[src/rtl/uart_rx_if.sv]
// rtl/uart_rx_if.sv - serial-in / byte-out signal bundle for the UART receiver
interface uart_rx_if;
    logic       rx;
    logic       fifo_full;
    logic [7:0] data_out;
    logic       data_valid;
    logic       frame_err;
    logic       overrun;
    logic       busy;

    // master: the receiver itself; slave: the FIFO/controller side consuming its results
    modport master (
        input  rx,
        input  fifo_full,
        output data_out,
        output data_valid,
        output frame_err,
        output overrun,
        output busy
    );

    modport slave (
        output rx,
        output fifo_full,
        input  data_out,
        input  data_valid,
        input  frame_err,
        input  overrun,
        input  busy
    );
endinterface

[src/rtl/uart_rx.sv]
// rtl/uart_rx.sv - 8N1 UART receiver feeding the receive FIFO, with framing/overrun flags
module uart_rx #(
    parameter int CLKS_PER_BIT = 868,
    parameter int CNT_W        = $clog2(CLKS_PER_BIT)
) (
    input  logic     clk,
    input  logic     rst_n,
    uart_rx_if.master bus
);
    typedef enum logic [2:0] {
        S_IDLE,
        S_START,
        S_DATA,
        S_STOP,
        S_BREAK
    } state_t;

    localparam logic [CNT_W-1:0] HALF_LAST = CNT_W'(CLKS_PER_BIT / 2 - 1);
    localparam logic [CNT_W-1:0] BIT_LAST  = CNT_W'(CLKS_PER_BIT - 1);

    state_t           r_state;
    logic [CNT_W-1:0] r_cnt;
    logic [2:0]       r_bit_idx;
    logic [7:0]       r_shift;
    logic [7:0]       r_data_out;
    logic             r_data_valid;
    logic             r_frame_err;
    logic             r_overrun;
    logic             r_sync1;
    logic             r_sync2;

    state_t           w_state_nxt;
    logic [CNT_W-1:0] w_cnt_nxt;
    logic [2:0]       w_bit_idx_nxt;
    logic [7:0]       w_shift_nxt;
    logic [7:0]       w_data_out_nxt;
    logic             w_data_valid_nxt;
    logic             w_frame_err_nxt;
    logic             w_overrun_nxt;
    logic             w_rx_s;

    // Synchronisers reset to 1 so the idle line is not mistaken for a start bit
    always_ff @(posedge clk or negedge rst_n) begin
        if (!rst_n) begin
            r_sync1 <= 1'b1;
            r_sync2 <= 1'b1;
        end else begin
            r_sync1 <= bus.rx;
            r_sync2 <= r_sync1;
        end
    end

    assign w_rx_s = r_sync2;

    always_comb begin
        w_state_nxt      = r_state;
        w_cnt_nxt        = r_cnt;
        w_bit_idx_nxt    = r_bit_idx;
        w_shift_nxt      = r_shift;
        w_data_out_nxt   = r_data_out;
        w_data_valid_nxt = 1'b0;
        w_frame_err_nxt  = 1'b0;
        w_overrun_nxt    = 1'b0;
        case (r_state)
            S_IDLE: begin
                if (!w_rx_s) begin
                    w_cnt_nxt   = '0;
                    w_state_nxt = S_START;
                end
            end
            S_START: begin
                if (r_cnt == HALF_LAST) begin
                    w_cnt_nxt = '0;
                    if (!w_rx_s) begin
                        w_bit_idx_nxt = 3'd0;
                        w_state_nxt   = S_DATA;
                    end else begin
                        w_state_nxt = S_IDLE;
                    end
                end else begin
                    w_cnt_nxt = r_cnt + 1'b1;
                end
            end
            S_DATA: begin
                if (r_cnt == BIT_LAST) begin
                    w_cnt_nxt              = '0;
                    w_shift_nxt[r_bit_idx] = w_rx_s;
                    if (r_bit_idx == 3'd7) begin
                        w_state_nxt = S_STOP;
                    end else begin
                        w_bit_idx_nxt = r_bit_idx + 3'd1;
                    end
                end else begin
                    w_cnt_nxt = r_cnt + 1'b1;
                end
            end
            S_STOP: begin
                if (r_cnt == BIT_LAST) begin
                    w_cnt_nxt = '0;
                    // Leaving at mid stop bit lets a following start edge be caught with no idle gap
                    if (w_rx_s) begin
                        w_data_out_nxt   = r_shift;
                        w_data_valid_nxt = !bus.fifo_full;
                        w_overrun_nxt    = bus.fifo_full;
                        w_state_nxt      = S_IDLE;
                    end else begin
                        w_frame_err_nxt = 1'b1;
                        w_state_nxt     = S_BREAK;
                    end
                end else begin
                    w_cnt_nxt = r_cnt + 1'b1;
                end
            end
            S_BREAK: begin
                if (w_rx_s) begin
                    w_state_nxt = S_IDLE;
                end
            end
            default: begin
                w_state_nxt = S_IDLE;
                w_cnt_nxt   = '0;
            end
        endcase
    end

    always_ff @(posedge clk or negedge rst_n) begin
        if (!rst_n) begin
            r_state      <= S_IDLE;
            r_cnt        <= '0;
            r_bit_idx    <= 3'd0;
            r_shift      <= 8'h00;
            r_data_out   <= 8'h00;
            r_data_valid <= 1'b0;
            r_frame_err  <= 1'b0;
            r_overrun    <= 1'b0;
        end else begin
            r_state      <= w_state_nxt;
            r_cnt        <= w_cnt_nxt;
            r_bit_idx    <= w_bit_idx_nxt;
            r_shift      <= w_shift_nxt;
            r_data_out   <= w_data_out_nxt;
            r_data_valid <= w_data_valid_nxt;
            r_frame_err  <= w_frame_err_nxt;
            r_overrun    <= w_overrun_nxt;
        end
    end

    assign bus.data_out   = r_data_out;
    assign bus.data_valid = r_data_valid;
    assign bus.frame_err  = r_frame_err;
    assign bus.overrun    = r_overrun;
    assign bus.busy       = (r_state != S_IDLE);
endmodule
[src/flat_wrapper.sv]
// flat-port wrapper written by rule: the top's interface ports become plain ports
module uart_rx_flat 
#(
    parameter int CLKS_PER_BIT = 868,
    parameter int CNT_W        = $clog2(CLKS_PER_BIT)
)
  (clk, rst_n, bus_rx, bus_fifo_full, bus_data_out, bus_data_valid, bus_frame_err, bus_overrun, bus_busy);
  uart_rx_if bus_i ();
  input  logic clk;
  input  logic rst_n;
  input wire logic [$bits(bus_i.rx)-1:0] bus_rx;
  input wire logic [$bits(bus_i.fifo_full)-1:0] bus_fifo_full;
  output wire logic [$bits(bus_i.data_out)-1:0] bus_data_out;
  output wire logic [$bits(bus_i.data_valid)-1:0] bus_data_valid;
  output wire logic [$bits(bus_i.frame_err)-1:0] bus_frame_err;
  output wire logic [$bits(bus_i.overrun)-1:0] bus_overrun;
  output wire logic [$bits(bus_i.busy)-1:0] bus_busy;
  assign bus_i.rx = bus_rx;
  assign bus_i.fifo_full = bus_fifo_full;
  assign bus_data_out = bus_i.data_out;
  assign bus_data_valid = bus_i.data_valid;
  assign bus_frame_err = bus_i.frame_err;
  assign bus_overrun = bus_i.overrun;
  assign bus_busy = bus_i.busy;
  uart_rx #(.CLKS_PER_BIT(CLKS_PER_BIT), .CNT_W(CNT_W)) u_core (.clk(clk), .rst_n(rst_n), .bus(bus_i));
endmodule
[config.mk]
export PLATFORM = sky130hd
export DESIGN_NAME = uart_rx_flat
export DESIGN_NICKNAME = d
export VERILOG_FILES = /design/src/rtl/uart_rx_if.sv /design/src/rtl/uart_rx.sv /design/src/flat_wrapper.sv
export SDC_FILE = /design/constraint.sdc
export NUM_CORES = 1
export LEC_CHECK = 0
export ABC_AREA = 0
export BUFFER_PORTS_ARGS = -buffer_cell sky130_fd_sc_hd__buf_2
export CAP_MARGIN = 10
export CORE_UTILIZATION = 55
export CTS_BUF_LIST = sky130_fd_sc_hd__clkbuf_4 sky130_fd_sc_hd__clkbuf_8 sky130_fd_sc_hd__clkbuf_16
export CTS_CLUSTER_DIAMETER = 200
export DETAILED_ROUTE_END_ITERATION = 7
export GPL_TIMING_DRIVEN = 0
export PLACE_DENSITY = 0.74
export SYNTH_ARGS = -nofsm -noshare
export SYNTH_HDL_FRONTEND = slang
export SYNTH_SLANG_ARGS = --single-unit
[constraint.sdc]
create_clock -name clk -period 2.3 [get_ports clk]
set_input_delay 0.115 -clock clk [delete_from_list [all_inputs] [get_ports clk]]
set_output_delay 0.115 -clock clk [all_outputs]
set_load 0.005 [all_outputs]
Word-level counts from Yosys, hierarchy flattened
Cells that the tools add are included.

Register bits after elaboration: 37. Memory bits (read-only): 0. Memories: 0. Bits in writable memories: 0. Bits in latches: 0.

Reduce and logical (&&, ||, !) cells: 11. Multipliers: 0. Divide/modulo/power cells: 0. Muxes and demuxes: 30. Shift operators: 0. Equality and inequality tests: 15. Add/subtract/negate cells: 2. Magnitude comparators: 2. Bitwise gates (word level): 1.

Operators by type and width (count): 10-bit one-hot mux with 4 select lines (1); 3-bit two-way mux (11); 10-bit two-way mux (3); 3-bit one-hot mux with 5 select lines (1); 10-bit by 1-bit adder with 10-bit output (second input constant) (1); 10-bit == test (second input constant) (1); 10-bit by 9-bit == test with 1-bit output (second input constant) (1); 1-bit two-way mux (10); 2-bit by 1-bit inequality test with 1-bit output (second input constant) (5); 8-bit bitwise mux (1); 3-bit by 2-bit == test with 1-bit output (second input constant) (2); 3-bit == test (second input constant) (2); 2-bit inequality test (second input constant) (3); 3-bit one-hot mux with 2 select lines (1); 6-bit AND reduction (1); 5-bit AND reduction (1); 3-bit by 4-bit < comparator with 1-bit output (second input constant) (1); 2-bit AND reduction (2); 3-bit by 1-bit adder with 3-bit output (second input constant) (1); 1-bit demux with 3-bit select (1); 3-bit by 1-bit == test with 1-bit output (second input constant) (1); 3-bit by 1-bit greater-or-equal comparator with 1-bit output (second input constant) (1); 3-bit logical NOT (1); 3-bit AND reduction (1); other kinds (7) (7).

Logic depth before layout (Yosys ltp)
Word-level depth: 5. Gate-level depth with buffers: 7. Depth with buffers taken out: 6.

Worst setup path before layout
No wires, ideal clock.

Path kind: reg-to-reg. From: register u_core.r_cnt[0]. To: register u_core.r_shift[1]. Required time: 2.173 ns. Setup slack: 0.380 ns. Stages on the path, launching flop included: 6. Path buffers: 0. Period minus slack after synthesis: 1.920 ns. Arrival time: 1.792 ns. Library setup time: 0.127 ns. Cell sequence: dfrtp_1 ha_1 and4b_2 nand4_4 or4b_1 mux2_1.

Cells in the longest elaborated chain, start to end: 2.

RTL lines: start, declared (RTL line uart_rx.sv:22) `logic [CNT_W-1:0] r_cnt;`; start signal, assigned (RTL line uart_rx.sv:138) `r_cnt <= w_cnt_nxt;`; 10-bit == test (RTL line uart_rx.sv:85) `if (r_cnt == BIT_LAST) begin`; 2-bit AND reduction (no source line); end signal, assigned (RTL line uart_rx.sv:140) `r_shift <= w_shift_nxt;`; end, declared (RTL line uart_rx.sv:24) `logic [7:0] r_shift;`.

No other way between the ends. A chain may end at the register's enable or synchronous reset.

Worst setup path after layout
From: register u_core.r_cnt[0]. To: register u_core.r_data_out[6], in the netlist u_core.bus.data_out[6].

Cells in the longest elaborated chain, start to end: 2.

RTL lines: 10-bit == test (RTL line uart_rx.sv:98) `if (r_cnt == BIT_LAST) begin`; 3-bit AND reduction (no source line); end signal, assigned (RTL line uart_rx.sv:141) `r_data_out <= w_data_out_nxt;`; end, declared (RTL line uart_rx.sv:25) `logic [7:0] r_data_out;`.

No other way between the ends.

==> flow_summary.ini <==
[sta]
fin_skew_ps = 13.1
hold_violations = 0
max_slew.worst_pin.slew_ps = 799
timing.setup.tns_ps = 0
setup_viol = 0
finalCriticalPeriod_ps = 2100
fin_crit_sh_pct = 91.2
setup_repair_after_global_routing_missed_its_margin = false
worst_slack_ps = 202
timing.final.max_slew_violations = 0
fin_hold_ws_ps = 363
slew-limit-headroom_pct = 46.7
achievable-frequency_ghz = 0.477

[yosys]
synth_top_family_by_area = simple AND/OR/NAND/NOR gates
synth.yosys.warnings = 0
synth_sequential_area_ratio_pct = 48.5
synth_top_area_cell = sky130_fd_sc_hd__dfrtp_1
synth_top_area_share_pct = 45.7
postSynth.asyncResetShare_pct = 100
synthCells = 182
synthSimpleGateAreaFrac_pct = 23.6
synth_area_in_compound_gates_pct = 12.0
xor_and_xnor_fraction_of_the_mapped_netlist_area_pct = 0.457
mean_instance_size_in_the_synthesized_netlist_sq_um = 10.5
syn-cell-area_sq_mm = 0.00192
post_synthesis_mux_area_share_pct = 9.41
ys_types = 50
ys_dominant_reg_cell = sky130_fd_sc_hd__dfrtp_1
synth_fa_ha_area_share_pct = 2.61
synth_enable_flop_cells = 0
mappedNetlistNets = 190
ys_seq_elements = 37
synthTopCellsByArea = sky130_fd_sc_hd__dfrtp_1, sky130_fd_sc_hd__mux2_2, sky130_fd_sc_hd__nand2_1, sky130_fd_sc_hd__dfstp_2, sky130_fd_sc_hd__ha_1

[worst_setup_path]
rr_endpoint = u_core.bus.data_out[6]$_DFFE_PN0P_
worst-setup-path-type = reg2reg
worstReg2RegStart = u_core.r_cnt[0]$_DFFE_PN0P_
critical_path_peak_fanout = 8
required_ps = 2520
crit_family = simple AND/OR/NAND/NOR gates
timing.critical_path.buf_inv = 0
worstRegToRegCells = 5
r2r_setup_slack_ps = 200
worst_ep_arrival_time_ps = 2320
crit_path_top_delay_cell = sky130_fd_sc_hd__dfrtp_1
critical_path.cell_chain = ha_1, and4b_2, nand3_1, nor2_4, mux2_2
worstSetupStartpointType = flip-flop
crit_path_end_kind = flip-flop
timing.critical_path.slowest_cell_delay_ps = 440

[power]
overall_power_after_layout_mw = 1.16
switching_share_pct = 19.8
cellPowerDensity_mw_per_mm2 = 533
p_switching_uw = 230
clkPwrFrac_pct = 41.5
sequentialPowerShare_pct = 56.5
max-vdd-ir-drop_mv = 0.369
cellInternalPower_uw = 932
share_comb_of_total_power_pct = 2.1
leakage_power_of_the_design_nw = 0.973

[layout]
drive_above_1_share_pct = 23.1
fin_util_pct = 65.3
finish.net_count = 215
antenna_cells_inserted = 0
finalInstanceArea_sq_mm = 0.00218
final_cell_mix = sky130_fd_sc_hd__dfrtp_1, sky130_fd_sc_hd__nand2_1, sky130_fd_sc_hd__mux2_2, sky130_fd_sc_hd__buf_2, sky130_fd_sc_hd__nor2_1
layout.cells.non_filler = 254
final_common_cell = sky130_fd_sc_hd__dfrtp_1
synthToLayoutAreaGrowth_pct = 13.7

[clock_network]
cts_inserted_buffers = 5
h_tree_lvl_count = 2
post_cts_buffers = 0
cts.root.buffer_cell = sky130_fd_sc_hd__clkbuf_4
cts_tree = yes
cts.clk_slew.worst_paths_ps = 100
tritoncts_num_sinks = 37
cts.path.max_buffers = 2
clk_latency_ps = 340

[min_path]
min_path_type = reg2reg
timing.hold.worst_path_depth = 0
hold-path-endpoint = u_core.r_sync2$_DFF_PN1_
worstHoldStart = u_core.r_sync1$_DFF_PN1_

[global_route]
grt_antenna_before_repair = 0
grt.met1_usage_pct = 29.6
track_usage_pct = 24.7
grt_start_max_net_pins = 38
grt_most_used_layer = met2
global_route.overflow_total = 0
gr-usage-met3_pct = 6.30
grt_first_pass_wirelength_microns = 6580
gr-usage-met2_pct = 42.4
via_count_of_the_first_global_routing_pass = 1433

[die]
fp.dieArea_sq_mm = 0.00372
fp-row-count = 21
core_area_sq_mm = 0.00334
die_w_microns = 61.0
ios = 16
die_height_microns = 61.0
start_util_pct = 57.4

[placement]
port_buffers = 15
hpwlAfterDp_microns = 2840
placed_area_sq_mm = 0.00205
place_worst_setup_slack_ps = 41.9
place.gp.congestion = 0.832
numPlacedInstances = 243

[job]
drv.max_cap_violation_count = 0

[detailed_routing]
vias = 1534
post_drt_via_cell_ratio = 6.04
drt-pass1-iter-count = 4
initialDrtViolationCount = 100
detail_route.wl_per_cell_microns = 16.0
antenna_violating_nets_post_route = 0
post-route-drc-count = 0
detail_route.wirelength_microns = 4060

[outcome]
outcome = finished clean
-- what timing repair did --
item                       in CTS  in global routing
resized for setup               1                  1
hold buffers                    3                  0
hold endpoints to repair       38                  0
setup endpoints to repair       1                  7
pin swaps                       0                  0
-- power groups by stage --
stage	Sequential, mW	Combinational [mW]	Clock [mW]
finish	0.656	0.0240	0.481
global route	0.656	0.0281	0.525
CTS	0.656	0.0251	0.493
detailed placement	0.668	0.0211	0
global placement	0.668	0.0203	0
floorplan	0.667	0.00414	0
-- worst max path at each step --
| stage | from | end | slack (ps) | cells past startpoint |
|---|---|---|---|---|
| 2_1_floorplan | u_core.r_cnt[0]$_DFFE_PN0P_ | u_core.r_shift[1]$_DFFE_PN0P_ | 380 | 5 |
| 3_3_place_gp | u_core.r_cnt[0]$_DFFE_PN0P_ | u_core.r_cnt[1]$_DFFE_PN0P_ | 140 | 5 |
| 3_5_place_dp | u_core.r_cnt[0]$_DFFE_PN0P_ | u_core.r_cnt[1]$_DFFE_PN0P_ | 40 | 5 |
| 4_1_cts | u_core.r_cnt[0]$_DFFE_PN0P_ | u_core.bus.data_out[6]$_DFFE_PN0P_ | 150 | 5 |
| 5_1_grt | u_core.r_cnt[0]$_DFFE_PN0P_ | u_core.bus.data_out[4]$_DFFE_PN0P_ | 60 | 5 |
| 6_report | u_core.r_cnt[0]$_DFFE_PN0P_ | u_core.bus.data_out[6]$_DFFE_PN0P_ | 200 | 5 |
-- flip-flops by register name, summed over array words and instances, names as in the netlist --
register               cells
u_core.r_cnt              10
u_core.bus.data_out        8
u_core.r_shift             8
u_core.r_bit_idx           3
u_core.r_state             3
u_core.bus.data_valid      1
u_core.bus.frame_err       1
u_core.bus.overrun         1
u_core.r_sync1             1
u_core.r_sync2             1
-- per-layer routing --
metal	vias to the layer above	routed length, microns	share of wire [%]
met1	754	1780	44
met4	0	70	1.7
met5	-	0	0
li1	723	-	-
met2	47	2030	50
met3	10	185	4.6
-- Yosys cell counts, drive strengths merged, types with 4 or more instances --
| cell type | count |
|---|---|
| nor3 | 6 |
| nor2 | 15 |
| o211ai | 5 |
| dfrtp | 35 |
| inv | 4 |
| ha | 4 |
| nand3 | 6 |
| nor3b | 4 |
| nand2 | 17 |
| clkbuf | 7 |
| mux2 | 16 |
| a21oi | 4 |
| o21ai | 10 |
-- cell families after synthesis --
| logic type | count (synthesis) |
|---|---|
| AOI/OAI and AO/OA | 33 |
| xor gates and xnor gates | 1 |
| adders and majority gates | 4 |
| buffers and inverters | 14 |
| DFF | 37 |
| muxes | 16 |
| and+or+nand+nor | 77 |
-- area by class of cell --
type | count | area [sq um]
sequential | 37 | 928
clock inverter | 1 | 30.0
clock buffer | 7 | 58.8
inverter | 4 | 15.0
multi-input combinational | 131 | 931
tap | 46 | 57.6
buffer | 10 | 52.6
timing repair buffer | 18 | 105
fill | 274 | 1160
Power figures use the tool's default switching activity.
